<file path="src/rtl/dice_roll_sequencer_if.sv">
// Request/roller bundle between game logic, the dice roll sequencer and the roller.
// DICE_SEQ_DROP_LOWEST_EN adds the drop_low request bit.
interface dice_roll_sequencer_if #(
    parameter int TOTAL_W = 9
);
    logic               start;
    logic [2:0]         die_sel;
    logic [3:0]         num_dice;
    logic [4:0]         roll_result;
`ifdef DICE_SEQ_DROP_LOWEST_EN
    logic               drop_low;
`endif
    logic               roll;
    logic [2:0]         die;
    logic               busy;
    logic               done;
    logic [TOTAL_W-1:0] total;
    logic [3:0]         rolls_done;
    logic               range_err;
    logic               sel_err;

`ifdef DICE_SEQ_DROP_LOWEST_EN
    modport master (
        output start, die_sel, num_dice, roll_result, drop_low,
        input  roll, die, busy, done, total, rolls_done, range_err, sel_err
    );
    modport slave (
        input  start, die_sel, num_dice, roll_result, drop_low,
        output roll, die, busy, done, total, rolls_done, range_err, sel_err
    );
`else
    modport master (
        output start, die_sel, num_dice, roll_result,
        input  roll, die, busy, done, total, rolls_done, range_err, sel_err
    );
    modport slave (
        input  start, die_sel, num_dice, roll_result,
        output roll, die, busy, done, total, rolls_done, range_err, sel_err
    );
`endif
endinterface

</file>
<file path="src/rtl/dice_roll_sequencer.sv">
// Dice roll sequencer: rolls N dice on the external roller and sums the results.
// Optional DICE_SEQ_DROP_LOWEST_EN drops the single lowest roll from the total.
module dice_roll_sequencer #(
    parameter int SETTLE_CYCLES = 1,
    parameter int GAP_CYCLES    = 3,
    parameter int TOTAL_W       = 9
) (
    input logic                   clock,
    input logic                   reset,
    dice_roll_sequencer_if.slave  bus
);

    typedef enum logic [2:0] {
        S_IDLE,
        S_ROLL,
        S_SETTLE,
        S_CAPTURE,
        S_GAP,
        S_DONE
    } state_t;

    state_t             state_q;
    logic [2:0]         die_q;
    logic [3:0]         num_q;
    logic [3:0]         rolls_q;
    logic [3:0]         cnt_q;
    logic [TOTAL_W-1:0] total_q;
    logic               roll_q;
    logic               busy_q;
    logic               done_q;
    logic               rerr_q;
    logic               serr_q;
`ifdef DICE_SEQ_DROP_LOWEST_EN
    logic               drop_q;
    logic [4:0]         min_q;
    logic [4:0]         min_d;
`endif

    logic [4:0]         max_d;
    logic               sel_ok_d;
    logic               out_rng_d;
    logic               last_d;
    logic [TOTAL_W-1:0] sum_d;
    logic [TOTAL_W-1:0] final_d;

    // Capture-cycle helpers: die maximum, range check, running and final sums.
    always_comb begin
        max_d = 5'd0;
        unique case (die_q)
            3'b001:  max_d = 5'd4;
            3'b010:  max_d = 5'd6;
            3'b011:  max_d = 5'd8;
            3'b100:  max_d = 5'd10;
            3'b101:  max_d = 5'd12;
            3'b110:  max_d = 5'd20;
            default: max_d = 5'd0;
        endcase
        sel_ok_d  = (bus.die_sel != 3'b000) && (bus.die_sel != 3'b111);
        out_rng_d = (bus.roll_result == 5'd0) || (bus.roll_result > max_d);
        last_d    = (rolls_q + 4'd1) == num_q;
        sum_d     = total_q + TOTAL_W'(bus.roll_result);
        final_d   = sum_d;
`ifdef DICE_SEQ_DROP_LOWEST_EN
        min_d = (bus.roll_result < min_q) ? bus.roll_result : min_q;
        if (drop_q && (num_q >= 4'd2)) begin
            final_d = sum_d - TOTAL_W'(min_d);
        end
`endif
    end

    // Request FSM with all outputs registered.
    always_ff @(posedge clock) begin
        if (reset) begin
            state_q <= S_IDLE;
            die_q   <= 3'b000;
            num_q   <= 4'd0;
            rolls_q <= 4'd0;
            cnt_q   <= 4'd0;
            total_q <= '0;
            roll_q  <= 1'b0;
            busy_q  <= 1'b0;
            done_q  <= 1'b0;
            rerr_q  <= 1'b0;
            serr_q  <= 1'b0;
`ifdef DICE_SEQ_DROP_LOWEST_EN
            drop_q  <= 1'b0;
            min_q   <= 5'h1f;
`endif
        end else begin
            roll_q <= 1'b0;
            done_q <= 1'b0;
            unique case (state_q)
                S_IDLE: begin
                    if (bus.start) begin
                        die_q   <= bus.die_sel;
                        num_q   <= bus.num_dice;
                        total_q <= '0;
                        rolls_q <= 4'd0;
                        rerr_q  <= 1'b0;
                        serr_q  <= 1'b0;
`ifdef DICE_SEQ_DROP_LOWEST_EN
                        drop_q  <= bus.drop_low;
                        min_q   <= 5'h1f;
`endif
                        if (!sel_ok_d) begin
                            serr_q  <= 1'b1;
                            done_q  <= 1'b1;
                            state_q <= S_DONE;
                        end else if (bus.num_dice == 4'd0) begin
                            done_q  <= 1'b1;
                            state_q <= S_DONE;
                        end else begin
                            busy_q  <= 1'b1;
                            roll_q  <= 1'b1;
                            state_q <= S_ROLL;
                        end
                    end
                end
                S_ROLL: begin
                    if (SETTLE_CYCLES > 1) begin
                        cnt_q   <= 4'(SETTLE_CYCLES - 2);
                        state_q <= S_SETTLE;
                    end else begin
                        state_q <= S_CAPTURE;
                    end
                end
                S_SETTLE: begin
                    if (cnt_q == 4'd0) begin
                        state_q <= S_CAPTURE;
                    end else begin
                        cnt_q <= cnt_q - 4'd1;
                    end
                end
                S_CAPTURE: begin
                    rolls_q <= rolls_q + 4'd1;
                    rerr_q  <= rerr_q | out_rng_d;
`ifdef DICE_SEQ_DROP_LOWEST_EN
                    min_q   <= min_d;
`endif
                    if (last_d) begin
                        total_q <= final_d;
                        busy_q  <= 1'b0;
                        done_q  <= 1'b1;
                        state_q <= S_DONE;
                    end else begin
                        total_q <= sum_d;
                        if (GAP_CYCLES == 0) begin
                            roll_q  <= 1'b1;
                            state_q <= S_ROLL;
                        end else begin
                            cnt_q   <= 4'(GAP_CYCLES - 1);
                            state_q <= S_GAP;
                        end
                    end
                end
                S_GAP: begin
                    if (cnt_q == 4'd0) begin
                        roll_q  <= 1'b1;
                        state_q <= S_ROLL;
                    end else begin
                        cnt_q <= cnt_q - 4'd1;
                    end
                end
                S_DONE: begin
                    state_q <= S_IDLE;
                end
                default: begin
                    state_q <= S_IDLE;
                end
            endcase
        end
    end

    assign bus.roll       = roll_q;
    assign bus.die        = die_q;
    assign bus.busy       = busy_q;
    assign bus.done       = done_q;
    assign bus.total      = total_q;
    assign bus.rolls_done = rolls_q;
    assign bus.range_err  = rerr_q;
    assign bus.sel_err    = serr_q;

endmodule
</file>
<file path="src/flat_wrapper.sv">
// flat-port wrapper written by rule: the top's interface ports become plain ports
module dice_roll_sequencer_flat 
#(
    parameter int SETTLE_CYCLES = 1,
    parameter int GAP_CYCLES    = 3,
    parameter int TOTAL_W       = 9
)
  (clock, reset, bus_start, bus_die_sel, bus_num_dice, bus_roll_result, bus_roll, bus_die, bus_busy, bus_done, bus_total, bus_rolls_done, bus_range_err, bus_sel_err);
  dice_roll_sequencer_if #(.TOTAL_W(TOTAL_W)) bus_i ();
  input logic clock;
  input logic reset;
  input wire logic [$bits(bus_i.start)-1:0] bus_start;
  input wire logic [$bits(bus_i.die_sel)-1:0] bus_die_sel;
  input wire logic [$bits(bus_i.num_dice)-1:0] bus_num_dice;
  input wire logic [$bits(bus_i.roll_result)-1:0] bus_roll_result;
  output wire logic [$bits(bus_i.roll)-1:0] bus_roll;
  output wire logic [$bits(bus_i.die)-1:0] bus_die;
  output wire logic [$bits(bus_i.busy)-1:0] bus_busy;
  output wire logic [$bits(bus_i.done)-1:0] bus_done;
  output wire logic [$bits(bus_i.total)-1:0] bus_total;
  output wire logic [$bits(bus_i.rolls_done)-1:0] bus_rolls_done;
  output wire logic [$bits(bus_i.range_err)-1:0] bus_range_err;
  output wire logic [$bits(bus_i.sel_err)-1:0] bus_sel_err;
  assign bus_i.start = bus_start;
  assign bus_i.die_sel = bus_die_sel;
  assign bus_i.num_dice = bus_num_dice;
  assign bus_i.roll_result = bus_roll_result;
  assign bus_roll = bus_i.roll;
  assign bus_die = bus_i.die;
  assign bus_busy = bus_i.busy;
  assign bus_done = bus_i.done;
  assign bus_total = bus_i.total;
  assign bus_rolls_done = bus_i.rolls_done;
  assign bus_range_err = bus_i.range_err;
  assign bus_sel_err = bus_i.sel_err;
  dice_roll_sequencer #(.SETTLE_CYCLES(SETTLE_CYCLES), .GAP_CYCLES(GAP_CYCLES), .TOTAL_W(TOTAL_W)) u_core (.clock(clock), .reset(reset), .bus(bus_i));
endmodule
</file>
<file path="config.mk">
export PLATFORM = sky130hd
export DESIGN_NAME = dice_roll_sequencer_flat
export DESIGN_NICKNAME = d
export VERILOG_FILES = /design/src/rtl/dice_roll_sequencer_if.sv /design/src/rtl/dice_roll_sequencer.sv /design/src/flat_wrapper.sv
export SDC_FILE = /design/constraint.sdc
export NUM_CORES = 1
export LEC_CHECK = 0
export CORE_MARGIN = 2
export CORE_UTILIZATION = 40
export CTS_CLUSTER_DIAMETER = 200
export DETAILED_ROUTE_END_ITERATION = 8
export HOLD_SLACK_MARGIN = 0.15
export PLACE_DENSITY = 0.71
export SYNTH_ARGS = -nofsm -noshare
export SYNTH_HDL_FRONTEND = slang
export SYNTH_SLANG_ARGS = --single-unit
</file>
<file path="constraint.sdc">
create_clock -name clock -period 2.9 [get_ports clock]
set_input_delay 0.58 -clock clock [delete_from_list [all_inputs] [get_ports clock]]
set_output_delay 0.58 -clock clock [all_outputs]
set_load 0.02 [all_outputs]
</file>
== Word-level counts from Yosys, hierarchy flattened ==
Cells that the tools add are included.

* Logic and storage cells: 84
* Bits of input ports: 15
* Output and inout bits: 21
* Flip-flop bits (word level): 32

* Add/sub/neg operators: 3
* Bitwise gates (word level): 1
* Equal/unequal tests: 20
* Multiplexer cells: 33
* Reduce and logical (&&, ||, !) cells: 15
* Magnitude comparators: 1

{| class="wikitable"
|+ Operators by type and width
! cell !! count
|-
| $pmux 5 s6 || 1
|-
| $pmux 9 s2 || 1
|-
| $pmux 4 s2 || 2
|-
| $mux 1 || 15
|-
| $mux 3 || 5
|-
| $pmux 3 s5 || 1
|-
| $eq 3x2->1 const B || 4
|-
| $eq 3x3->1 const B || 4
|-
| $mux 4 || 3
|-
| $add 9x5->9 || 1
|-
| $mux 9 || 1
|-
| $logic_not 4->1 || 2
|-
| $ne 2x1->1 const B || 4
|-
| $ne 2x2->1 const B || 4
|-
| $pmux 1 s2 || 4
|-
| $eq 3x1->1 const B || 2
|-
| $reduce_and 3->1 || 2
|-
| $gt 5x5->1 || 1
|-
| $logic_not 5->1 || 1
|-
| $reduce_and 5->1 || 1
|-
| $add 4x1->4 const B || 1
|-
| $eq 4x4->1 || 1
|-
| $reduce_and 2->1 || 2
|-
| $reduce_bool 2->1 || 2
|-
| other kinds (8) || 8
|}

== Depth between registers and ports, before layout ==
* Depth in word-level cells: 6
* Gate-level depth with buffers: 8
* Gate-level depth less buffers: 8

== Least setup slack after synthesis ==
OpenSTA, ideal clock, no wires.

* Kind: input to register
* From: input bus_roll_result[1]
* To: register u_core.total_q[5], in the netlist u_core.bus.total[5]
* Setup time: 65 ps
* Stages on the path: 6
* Arrival time: 1872 ps
* Data required time: 2835 ps
* Buffers on the path: 0
* Setup slack: 963 ps
* Cell sequence: ha_1 -> a21o_1 -> o21ba_2 -> o311ai_1 -> mux2_2 -> nor2_1

* Longest elaborated chain between the ends: 2

{| class="wikitable"
|+ Ends and longest elaborated chain
! element !! RTL line !! text
|-
| from (decl) || flat_wrapper.sv:15 || <nowiki>input wire logic [$bits(bus_i.roll_result)-1:0] bus_roll_result;</nowiki>
|-
| $add 9x5->9 || dice_roll_sequencer.sv:61 || <nowiki>sum_d = total_q + TOTAL_W'(bus.roll_result);</nowiki>
|-
| $pmux 9 s2 || dice_roll_sequencer.sv:92 || <nowiki>unique case (state_q)</nowiki>
|-
| to (signal assigned) || dice_roll_sequencer.sv:141 || <nowiki>total_q <= final_d;</nowiki>
|-
| to (signal assigned) || dice_roll_sequencer.sv:146 || <nowiki>total_q <= sum_d;</nowiki>
|-
| to (decl) || dice_roll_sequencer.sv:27 || <nowiki>logic [TOTAL_W-1:0] total_q;</nowiki>
|}

No other way between the ends.
A chain may end at the register's enable or synchronous reset.

== Final worst setup path ==
Ends and elaborated chain as after synthesis.

==> impl.org <==
** Floorplan
- The die covers 4960 µm².
- The core region is 4290 µm².
- # IOs :: 36
- From left edge to right edge, the die measures 70.5 µm.
- Starting density of the core :: 0.411
- Chip height :: 70.5 µm
- The initialized floorplan defines 24 standard-cell rows.

** Worst setup path
- CP Data Required Time :: 3110 ps
- Across all register-to-register paths, the minimum setup slack is 1060 ps.
- The worst setup path is captured at a register.
- Critical R2R Capture :: u_core.bus.total[5]$_SDFFE_PP0P_
- Following the worst setup path forward leads to its endpoint at u_core.bus.total[5]$_SDFFE_PP0P_.
- Startpoint of the most critical setup path :: bus_roll_result[1]
- Data arrives at the worst endpoint at 2470 ps.
- Worst setup path class :: primary input to register
- Count of cells along the worst register-to-register path :: 6
- In this design, the stage delay of the slowest critical-path cell is 540 ps.
- The worst setup path is launched from a primary input.
- The critical path goes through clkdlybuf4s50_1 -> ha_1 -> a21o_1 -> o21ba_2 -> o311ai_1 -> mux2_2 -> nor2_1.
- CP Max Fanout :: 3
- For this design, the slowest cell found on the critical path is clkdlybuf4s50_1.
- Worst R2R Start :: u_core.bus.total[1]$_SDFFE_PP0P_

** CTS
- The later pin in the worst-skew pair is clocked with a latency of 280 ps.
- Sinks on the clock net :: 32
- Number of gates resized after CTS :: 0
- The clock passes through at most 2 buffers.
- Buffers inserted to repair hold after CTS numbered 0.
- In this run the number of H-tree levels came out at 2.
- Number of buffers added for setup after CTS :: 0
- Clock transition at path regs :: 70 ps
- Clock tree from TritonCTS :: yes
- The cell sitting at the root of the clock tree is a clkbuf_8.
- Number of buffers added by the clock tree synthesis step :: 5

** STA
- For this run, the top clock speed supported by timing is 0.442 GHz.
- Clock tree skew after final layout :: 4.62 ps
- The routed design could run at a clock period as short as 2260 ps.
- Setup violations remaining at the end of the flow were counted as 0.
- Measured against its own limit, the worst slew margin works out to 0.552.
- Max-slew violation count :: 0
- Setup repair after global routing missed its margin :: false
- Summed over all failing endpoints, the final setup total negative slack is 0 ps.
- At the pin with the least slew margin, the transition time is 670 ps.
- Share of the cycle needed by the critical path after routing :: 0.780
- Final Hold Violating Endpoints :: 0

** GRT
- The total overflow left after global routing is 0.
- The first global-routing pass estimated 6690 µm of wire.
- Largest net degree at the start of global routing :: 19
- Total global-route track usage :: 0.168
- The via count of the first global-routing pass came to 1,440.
- Initial antenna violation count :: 0

** Routing
- Vias post-DR :: 1,553
- In the final routed layout, each cell accounts on average for 13.2 µm.
- Number of vias per cell :: 5.28
- In the routed design, unresolved DRC markers number 0.
- The first detailed-routing pass took 4 iterations.
- Post-route ant nets :: 0
- Summed over all layers, the routed wires come to 3890 µm.
- The first routing iteration left 71 violations.

** Status
- Status :: completed

** Cells and area
- Final net count :: 268
- The multi-input combinational cells in the finished layout cover a total of 1050 µm².
- Total inserted antenna cells :: 0
- Across the whole layout, storage elements account for 641 µm².
- At the end of the flow the core is filled with cells to 0.524.
- In the final layout, the share of cells above drive strength 1 is 0.0826.
- Synth-to-layout area growth :: 27.4%
- Layout filler cell count :: 414

** Power and ir drop
- Static Leak :: 0.874 nW
- Ratio of total power to cell area :: 716 nW/µm²
- VDD sags by at most 0.000320 V.

** Flow run
- The tool flagged a number of max-cap violations equal to 0.

** Synthesis
- Post-synth ARST share :: 0
- Total of warnings raised by yosys :: 0
- Main flop type after synthesis :: dfxtp_1
- Number of library cell types mapped by synthesis :: 49
- Number of enable flip-flop cells after synthesis :: 0
- Synth Cell Area :: 1770 µm²
- Post-Syn Area per Cell :: 8.58 µm²
- The number of nets in the synthesized netlist is 233.
- Counting flops and latches in the post-synthesis netlist gives 32.
- Synthesis produced 206 cells.
- Of the synthesized area, sequential elements account for 0.363.

** Min path
- The min-delay analysis places its worst path in the category register to register.

** Placement
- Input and output buffers added on the ports amount to 35.
- Half-perimeter wire length of the detailed placement result :: 2820 µm
- Final estimated routing congestion in global placement :: 0.839
[layout make-up]
cell class,instances,area share
Clock inverter,2,0.0156
Clock buffer,6,0.0322
Multi-Input combinational cell,159,0.465
Timing Repair Buffer,38,0.166
Tap cell,52,0.0289
Sequential cell,32,0.285
Inverter,5,0.00834
[cells in the mapped netlist, types with 3 or more instances]
cell type	n	area share
inv_1	5	0.011
buf_2	4	0.011
nor2_1	18	0.038
ha_1	11	0.078
dfxtp_1	32	0.36
a22oi_1	5	0.021
a21oi_1	20	0.057
and3_1	3	0.011
nand3_1	5	0.014
xor2_1	6	0.030
nor3_1	11	0.031
nand2_1	21	0.045
nor2b_1	5	0.018
a211oi_1	3	0.013
xnor2_1	8	0.040
clkbuf_1	3	0.0064
o21ai_0	4	0.011
[worst min path at each step]
stage / cells after the start / slack (ps) / start / end
after floorplan: 2 / 450 / u_core.num_q[0]$_SDFFE_PP0P_ / u_core.num_q[0]$_SDFFE_PP0P_
after global placement: 2 / 460 / u_core.num_q[0]$_SDFFE_PP0P_ / u_core.num_q[0]$_SDFFE_PP0P_
after detailed placement: 2 / 460 / u_core.num_q[0]$_SDFFE_PP0P_ / u_core.num_q[0]$_SDFFE_PP0P_
after CTS: 2 / 470 / u_core.num_q[0]$_SDFFE_PP0P_ / u_core.num_q[0]$_SDFFE_PP0P_
after global routing: 2 / 480 / u_core.num_q[0]$_SDFFE_PP0P_ / u_core.num_q[0]$_SDFFE_PP0P_
final: 2 / 470 / u_core.num_q[0]$_SDFFE_PP0P_ / u_core.num_q[0]$_SDFFE_PP0P_
[per-layer routing]
layer	track usage	part of all wire	wire (µm)	vias to the layer above
met3	0.0346	0.041	159	6
met4	0.0684	0.017	67	0
met2	0.261	0.44	1730	31
met5	0	0	0	-
met1	0.227	0.50	1940	710
li1	-	-	-	806
[flip-flops by register name, indices dropped and copies added (netlist names)]
register / cells
u_core.bus.busy: 1
u_core.bus.die: 3
u_core.bus.done: 1
u_core.bus.range_err: 1
u_core.bus.roll: 1
u_core.bus.rolls_done: 4
u_core.bus.sel_err: 1
u_core.bus.total: 9
u_core.cnt_q: 4
u_core.num_q: 4
u_core.state_q: 3
[cells by family after synthesis]
| group | count (synthesis) | synth area share |
|---|---|---|
| XOR/XNOR | 14 | 0.0694 |
| buffers and inverters | 15 | 0.0453 |
| flip-flops | 32 | 0.363 |
| AO/OA/AOI/OAI | 49 | 0.178 |
| multiplexers | 1 | 0.00637 |
| adder cells (fa/ha/maj) | 12 | 0.0892 |
| AND/OR/NAND/NOR | 83 | 0.249 |
[per-stage QoR]
step / total power [mW] / setup slack (ps) / instances / hold WS, ps / cell area, µm²
floorplan: 1.05 / 963 / 206 / 448 / 1770
global placement: 1.19 / 401 / 286 / 455 / 2140
detailed placement: 1.20 / 350 / 286 / 459 / 2140
CTS: 1.62 / 640 / 294 / 469 / 2250
global route: 1.73 / 551 / 294 / 481 / 2250
finish: 1.61 / 637 / 294 / 469 / 2250
[worst max-delay path, delay by kind of cell]
family	cells	cell delay [ps]
AOI/OAI and AO/OA	3	660
adders and majority gates	1	250
and+or+nand+nor	1	80
buffers and inverters	1	540
muxes	1	360
[where the power goes]
| part | total, mW | internal (mW) | switching, mW |
|---|---|---|---|
| sequential | 0.608 | 0.511 | 0.0970 |
| clock | 0.421 | 0.255 | 0.166 |
| combinational | 0.582 | 0.266 | 0.315 |
| total | 1.61 | 1.03 | 0.579 |
[cell usage in the layout, fill, tap and decap left out, types with 2 or more instances in the layout]
| cell type | instances |
|---|---|
| nand2_1 | 21 |
| nand4_1 | 2 |
| a21oi_1 | 20 |
| ha_1 | 11 |
| o311ai_1 | 2 |
| buf_4 | 3 |
| o22ai_1 | 2 |
| nor2_1 | 18 |
| a22oi_1 | 5 |
| clkdlybuf4s50_1 | 35 |
| dfxtp_1 | 32 |
| nor3_1 | 11 |
| nor4_1 | 2 |
| a211oi_1 | 3 |
| or2_2 | 2 |
| a21o_1 | 2 |
| clkbuf_8 | 5 |
| o21ai_0 | 4 |
| and3_1 | 3 |
| nand3b_1 | 2 |
| xor2_1 | 6 |
| inv_1 | 5 |
| xnor2_1 | 8 |
| or3_1 | 2 |
| nor2b_1 | 5 |
| o21ba_2 | 2 |
| nand3_1 | 5 |
(Power assumes the default switching activity.)
